File: src/rtl/adc_ctrl_pkg.sv
// Shared state encoding, trigger levels and sizing helper for the ADC sample controller.
package adc_ctrl_pkg;

  typedef enum logic [2:0] {
    ST_IDLE    = 3'd0,
    ST_WAIT    = 3'd1,
    ST_TRIG    = 3'd2,
    ST_SETTLE  = 3'd3,
    ST_CAPTURE = 3'd4
  } adc_state_t;

  localparam logic ADC_TRIG_ON  = 1'b1;
  localparam logic ADC_TRIG_OFF = 1'b0;

  // Occupancy counter must represent 0..depth inclusive.
  function automatic int fifo_cnt_w(input int depth);
    return $clog2(depth) + 1;
  endfunction

endpackage

File: src/rtl/adc_sample_fifo.sv
// Synchronous result FIFO; a push into a full FIFO is accepted only when a pop frees a slot
// in the same cycle, otherwise it is reported on o_drop.
module adc_sample_fifo
  import adc_ctrl_pkg::*;
#(
  parameter int DATA_WIDTH = 32,
  parameter int FIFO_DEPTH = 8
) (
  input  logic                        clk,
  input  logic                        reset,
  input  logic                        i_push,
  input  logic [DATA_WIDTH-1:0]       i_push_data,
  input  logic                        i_pop,
  output logic [DATA_WIDTH-1:0]       o_head,
  output logic                        o_empty,
  output logic [$clog2(FIFO_DEPTH):0] o_count,
  output logic                        o_drop
);

  localparam int PTR_W = $clog2(FIFO_DEPTH);
  localparam int CNT_W = fifo_cnt_w(FIFO_DEPTH);

  logic [DATA_WIDTH-1:0] r_mem [FIFO_DEPTH];
  logic [PTR_W-1:0]      r_wr_ptr;
  logic [PTR_W-1:0]      r_rd_ptr;
  logic [CNT_W-1:0]      r_count;
  logic                  w_full;
  logic                  w_do_push;
  logic                  w_do_pop;

  assign w_full    = (r_count == CNT_W'(FIFO_DEPTH));
  assign o_empty   = (r_count == '0);
  assign w_do_pop  = i_pop & ~o_empty;
  assign w_do_push = i_push & (~w_full | w_do_pop);
  assign o_drop    = i_push & ~w_do_push;
  assign o_count   = r_count;
  // Head reads as zero when empty so stale storage never leaks after reset.
  assign o_head    = o_empty ? '0 : r_mem[r_rd_ptr];

  always_ff @(posedge clk) begin
    if (w_do_push) r_mem[r_wr_ptr] <= i_push_data;
  end

  always_ff @(posedge clk or posedge reset) begin
    if (reset) begin
      r_wr_ptr <= '0;
      r_rd_ptr <= '0;
      r_count  <= '0;
    end else begin
      if (w_do_push) r_wr_ptr <= r_wr_ptr + PTR_W'(1);
      if (w_do_pop)  r_rd_ptr <= r_rd_ptr + PTR_W'(1);
      case ({w_do_push, w_do_pop})
        2'b10:   r_count <= r_count + CNT_W'(1);
        2'b01:   r_count <= r_count - CNT_W'(1);
        default: r_count <= r_count;
      endcase
    end
  end

endmodule

File: src/rtl/adc_sample_ctrl.sv
// Self-timed ADC acquisition: periodic trigger, settle wait, capture, 2^AVG_LOG2 averaging,
// and queuing of each average into the result FIFO.
//
//   state      | meaning
//   IDLE       | stopped; timer preloaded with period
//   WAIT       | period down-count before the next conversion
//   TRIG       | adc_trigger asserted for this single cycle
//   SETTLE     | settle down-count after the trigger
//   CAPTURE    | measurement sampled at the end of this cycle
module adc_sample_ctrl
  import adc_ctrl_pkg::*;
#(
  parameter int DATA_WIDTH    = 32,
  parameter int FIFO_DEPTH    = 8,
  parameter int AVG_LOG2      = 2,
  parameter int SETTLE_CYCLES = 2
) (
  input  logic                        clk,
  input  logic                        reset,
  input  logic                        enable,
  input  logic [DATA_WIDTH-1:0]       period,
  output logic [DATA_WIDTH-1:0]       adc_trigger,
  input  logic [DATA_WIDTH-1:0]       adc_measurement,
  input  logic                        rd_en,
  output logic [DATA_WIDTH-1:0]       rd_data,
  output logic                        rd_valid,
  output logic [$clog2(FIFO_DEPTH):0] fifo_count,
  output logic                        overflow,
  input  logic                        clear_overflow
);

  localparam int ACC_W = DATA_WIDTH + AVG_LOG2;
  localparam int CNT_W = (AVG_LOG2 > 0) ? AVG_LOG2 : 1;
  localparam logic [CNT_W-1:0]      CNT_LAST    = CNT_W'((1 << AVG_LOG2) - 1);
  localparam logic [DATA_WIDTH-1:0] SETTLE_LOAD = DATA_WIDTH'(SETTLE_CYCLES - 1);

  adc_state_t            r_state;
  adc_state_t            w_state_nxt;
  logic [DATA_WIDTH-1:0] r_timer;
  logic [DATA_WIDTH-1:0] w_period_load;
  logic                  w_timer_zero;
  logic [ACC_W-1:0]      r_acc;
  logic [CNT_W-1:0]      r_cnt;
  logic [ACC_W-1:0]      w_sum;
  logic                  w_capture;
  logic                  w_last;
  logic                  w_push;
  logic [DATA_WIDTH-1:0] w_push_data;
  logic                  w_fifo_empty;
  logic                  w_drop;
  logic                  r_overflow;

  // A zero period behaves as one idle cycle.
  assign w_period_load = (period == '0) ? '0 : period - DATA_WIDTH'(1);
  assign w_timer_zero  = (r_timer == '0);

  always_ff @(posedge clk or posedge reset) begin
    if (reset) r_state <= ST_IDLE;
    else       r_state <= w_state_nxt;
  end

  always_comb begin
    w_state_nxt = r_state;
    w_capture   = 1'b0;
    if (!enable) begin
      w_state_nxt = ST_IDLE;
    end else begin
      case (r_state)
        ST_IDLE:    w_state_nxt = ST_WAIT;
        ST_WAIT:    if (w_timer_zero) w_state_nxt = ST_TRIG;
        ST_TRIG:    w_state_nxt = ST_SETTLE;
        ST_SETTLE:  if (w_timer_zero) w_state_nxt = ST_CAPTURE;
        ST_CAPTURE: begin
          w_state_nxt = ST_WAIT;
          w_capture   = 1'b1;
        end
        default:    w_state_nxt = ST_IDLE;
      endcase
    end
  end

  // One down-counter serves both the period wait and the settle wait.
  always_ff @(posedge clk or posedge reset) begin
    if (reset) begin
      r_timer <= '0;
    end else begin
      case (r_state)
        ST_IDLE, ST_CAPTURE: r_timer <= w_period_load;
        ST_TRIG:             r_timer <= SETTLE_LOAD;
        default:             if (!w_timer_zero) r_timer <= r_timer - DATA_WIDTH'(1);
      endcase
    end
  end

  assign w_sum       = r_acc + ACC_W'(adc_measurement);
  assign w_last      = (r_cnt == CNT_LAST);
  assign w_push      = w_capture & w_last;
  assign w_push_data = DATA_WIDTH'(w_sum >> AVG_LOG2);

  always_ff @(posedge clk or posedge reset) begin
    if (reset) begin
      r_acc <= '0;
      r_cnt <= '0;
    end else if (!enable) begin
      r_acc <= '0;
      r_cnt <= '0;
    end else if (w_capture) begin
      if (w_last) begin
        r_acc <= '0;
        r_cnt <= '0;
      end else begin
        r_acc <= w_sum;
        r_cnt <= r_cnt + CNT_W'(1);
      end
    end
  end

  // A drop in the same cycle as clear_overflow leaves the flag set.
  always_ff @(posedge clk or posedge reset) begin
    if (reset)               r_overflow <= 1'b0;
    else if (w_drop)         r_overflow <= 1'b1;
    else if (clear_overflow) r_overflow <= 1'b0;
  end

  adc_sample_fifo #(
    .DATA_WIDTH (DATA_WIDTH),
    .FIFO_DEPTH (FIFO_DEPTH)
  ) u_fifo (
    .clk         (clk),
    .reset       (reset),
    .i_push      (w_push),
    .i_push_data (w_push_data),
    .i_pop       (rd_en),
    .o_head      (rd_data),
    .o_empty     (w_fifo_empty),
    .o_count     (fifo_count),
    .o_drop      (w_drop)
  );

  assign adc_trigger = (r_state == ST_TRIG) ? DATA_WIDTH'(ADC_TRIG_ON) : DATA_WIDTH'(ADC_TRIG_OFF);
  assign rd_valid    = ~w_fifo_empty;
  assign overflow    = r_overflow;

endmodule

File: config.mk
export PLATFORM = sky130hd
export DESIGN_NAME = adc_sample_ctrl
export DESIGN_NICKNAME = d
export VERILOG_FILES = /design/src/rtl/adc_ctrl_pkg.sv /design/src/rtl/adc_sample_fifo.sv /design/src/rtl/adc_sample_ctrl.sv
export SDC_FILE = /design/constraint.sdc
export NUM_CORES = 1
export LEC_CHECK = 0
export ABC_AREA = 0
export BUFFER_PORTS_ARGS = -buffer_cell sky130_fd_sc_hd__buf_2
export CAP_MARGIN = 10
export CORE_ASPECT_RATIO = 0.8
export CORE_UTILIZATION = 57
export DETAILED_ROUTE_END_ITERATION = 8
export PLACE_DENSITY_LB_ADDON = 0.15
export SLEW_MARGIN = 20
export SYNTH_ARGS = -nofsm -noshare
export SYNTH_HDL_FRONTEND = slang
export SYNTH_SLANG_ARGS = --single-unit
File: constraint.sdc
create_clock -name clk -period 5.05 [get_ports clk]
set_clock_uncertainty 0.2 [all_clocks]
set_input_delay 1.01 -clock clk [delete_from_list [all_inputs] [get_ports clk]]
set_output_delay 1.01 -clock clk [all_outputs]
set_load 0.02 [all_outputs]
==> summary.md <==
| Metric | Value |
|---|---|
| Total GRT Usage | about a quarter |
| Largest cells by area after synthesis | edfxtp_1 48%, dfrtp_1 13%, mux4_2 9.0%, ha_1 3.1%, nor2_1 2.6% |
| Layout Utilization | between 60 and 70% |
| Top_reg_cell synth | edfxtp_1 |
| Global-route wire length before repair | between 50000 and 60000 um |
| Critical R2R Capture | u_fifo.r_mem[0][31] |
| Relative slew slack | 30.19% |
| Wirelength per Cell | around 21 um |
| Worst Setup Start Kind | input port |
| Mux contribution to synthesized area | 11.10% |
| Fraction of layout cells with a size suffix above 1 | 20.79% |
| Nets@finish | between 1000 and 1500 |
| VDD IR max | 0.2872 mV |
| Clk buf depth | 3 |
| Max-Cap Viols | 0 |
| Row cnt | 54 |
| M1 WL | 16720 um |
| PwrDens | 435.6 nW/um2 |
| Setup Buffers After CTS | 0 |
| Pleak | 7.006 nW |
| R2R setup slack | between 1 and 1.5 ns |
| Detailed Routing Iterations Pass 1 | 5 |
| CTS tree | yes |
| Worst setup path startpoint | adc_measurement[2] |
| Detailed Route WL | 34920 um |
| Simple-gate portion of the synthesized area | 8.872% |
| Clock root buffer | clkbuf_16 |
| Final period util | 79.25% |
| Worst Hold Slack | 0.2319 ns |
| Mapped Area | 16080 um2 |
| Setup_tns | 0 ns |
| Yosys reg bits | about 340 |
| Synth cell types | between 60 and 70 |
| Core area | 27500 um2 |
| Cell with the most instances after synthesis | edfxtp_1 |
| Initial Util | 58.47% |
| Skew-Pair Late Insertion Delay | just over 0.5 ns |
| Commonest cells in the netlist | 256 x edfxtp_1, 112 x nor2_1, 82 x dfrtp_1 |
| Remaining DRCs | 0 |
| Post-synthesis compound-gate area fraction | 8.288% |
| Detailed-route via count | 9919 |
| Initial antenna violation count | 0 |
| Post-synthesis adder-cell area fraction | 3.362% |
| Worst slew pin tran | 1.043 ns |
| Worst setup EP type | register |
| FMAX | 0.2499 GHz |
| Die width | approximately 190 um |
| Clock slew at reported path FFs | 0.06 ns |
| Htree depth | 2 |
| Worst reg2reg path startpoint | r_acc[3] |
| Met2 WL | ~16000 um |
| Synth Instances | 1151 |
| First DRT Iteration DRCs | 765 |
| Ports | 139 |
| Ys Warns | 0 |
| Layout overhead on the synthesized area | 13.07% |
| Place WS | roughly 0.64 ns |
| Setup crit end | u_fifo.r_mem[0][31] |
| Status | complete, no violations |
| Ant. Diodes | 0 |
| Final Hold Vio Count | 0 |
| Largest family of logic cells by synthesized area | multiplexers |
| Cts hold-fix bufs | 0 |
| Hold/Removal Path Class | input port to asynchronous set/reset pin |
| TritonCTS Sinks | 338 |
| Final ANT Viol Nets | 0 |
| Congestion Overflow GR | 0 |
| Async SR Flop Fraction | between 20% and 30% |
| Tot Pwr | 7.919 mW |
| Arrival @ worst endpoint | between 4 and 5 ns |
| Final Setup Violations | 0 |
| Inserted Clock Buffers | 34 |
| Worst-path fanout max | 8 |
| Mean post-synth cell area | 13.97 um2 |
| CP Data Required Time | approximately 5.1 ns |
| Hpwl dp | 21980 um |
| Crit Path Class | input port to register |
| Pin count of the biggest net entering global routing | 45 |
| Resize count post-CTS | 0 |
| EDFF count, synth | 256 |
| # port buffers | 107 |
| Cell count of the worst reg-to-reg path | 10 |
| Synth area leader | edfxtp_1 |
| Die Footprint | ~29000 um2 |
| DR vias/cell | 6.001 |
| Die height | 152.2 um |
| RePlAce Congestion | 0.8788 |
| RSZ-0062 raised after global routing | no |
| Area share of the largest cell type after synthesis | between 40% and 50% |
| Sequential area share after synthesis | 60.58% |
| Slew Viols, Final | 0 |
| Vias in the first global route | between 9000 and 10000 |
| XOR/XNOR Fraction of Synth Area | 4.739% |
| Final min period | ~4 ns |
| Setup WS post-layout | 1.048 ns |
| Routed met3 length | 1884 um |
| Highest Signal Layer | met4 |
==> power by group <==
part / internal [mW] / switching (mW)
Clock: 1.64 / 1.04
Sequential: 3.05 / 0.220
Combinational: 0.905 / 1.05
==> critical path, cell delays in order <==
cell,delay (ns)
buf_2,0.10
ha_1,0.36
nand3_1,0.11
nor2_1,0.19
o21ai_0,0.19
a2111oi_0,0.73
or3_1,0.25
a311oi_2,0.14
o21ai_0,0.27
nand2_1,0.12
xnor2_1,0.54
==> through the flow <==
step	cells	area [um2]
floorplan	1181	16190
global placement	1591	16990
detailed placement	1591	16990
CTS	1653	18180
global route	1653	18180
finish	1653	18180
==> cells by family after synthesis <==
group,Yosys count
buffers and inverters,97
xor gates and xnor gates,87
adders and majority gates,42
other,1
AOI/OAI and AO/OA,194
and+or+nand+nor,294
DFF,338
muxes,98
==> flip-flops by register name, summed over array words and instances, names as in the netlist <==
name / count
overflow: 1
u_fifo.r_rd_ptr: 3
u_fifo.o_count: 4
r_state: 3
r_acc: 34
r_cnt: 2
u_fifo.r_wr_ptr: 3
r_timer: 32
u_fifo.r_mem: 256
==> worst min path at each step <==
| stage | from | slack (ns) | to | cells after the start |
|---|---|---|---|---|
| after floorplan | r_acc[0] | 0.28 | r_acc[0] | 1 |
| after global placement | r_acc[22] | 0.29 | r_acc[22] | 1 |
| after detailed placement | r_acc[10] | 0.30 | r_acc[10] | 1 |
| after CTS | reset | 0.22 | r_timer[5] | 2 |
| after global routing | reset | 0.23 | r_timer[5] | 2 |
| final | reset | 0.23 | r_timer[5] | 2 |
==> final cells by class <==
class	instances	area, um2
flip-flops and latches	338	9746
fillers	2013	9319
multi-input cells	746	6028
clock buffers	43	948.4
repair buffers	126	690.7
well taps	364	455.4
clock inverters	19	246.5
inverters	17	65.06
==> layer usage <==
layer / vias up / track usage (%)
met5: - / 0
met4: 0 / 5.530
met3: 43 / 3.869
met2: 329 / 37.68
met1: 4972 / 38.27
li1: 4575 / -
==> cells in the final DEF (no fill, tap or decap), types with 8 or more instances in the layout <==
| master | n |
|---|---|
| a21o_1 | 17 |
| edfxtp_1 | 256 |
| ha_1 | 40 |
| buf_4 | 18 |
| conb_1 | 31 |
| a22oi_1 | 18 |
| nor4_1 | 11 |
| o21ai_0 | 24 |
| buf_2 | 107 |
| nand2_1 | 62 |
| dfrtp_1 | 79 |
| a22o_1 | 32 |
| a21oi_1 | 48 |
| nand3_1 | 15 |
| mux2i_1 | 32 |
| clkbuf_16 | 37 |
| mux4_2 | 64 |
| nor2_1 | 106 |
| xnor2_1 | 48 |
| or4_1 | 8 |
| inv_1 | 16 |
| xor2_1 | 39 |
| nand4_1 | 9 |
| nor3_1 | 23 |
(Power assumes the default switching activity.)
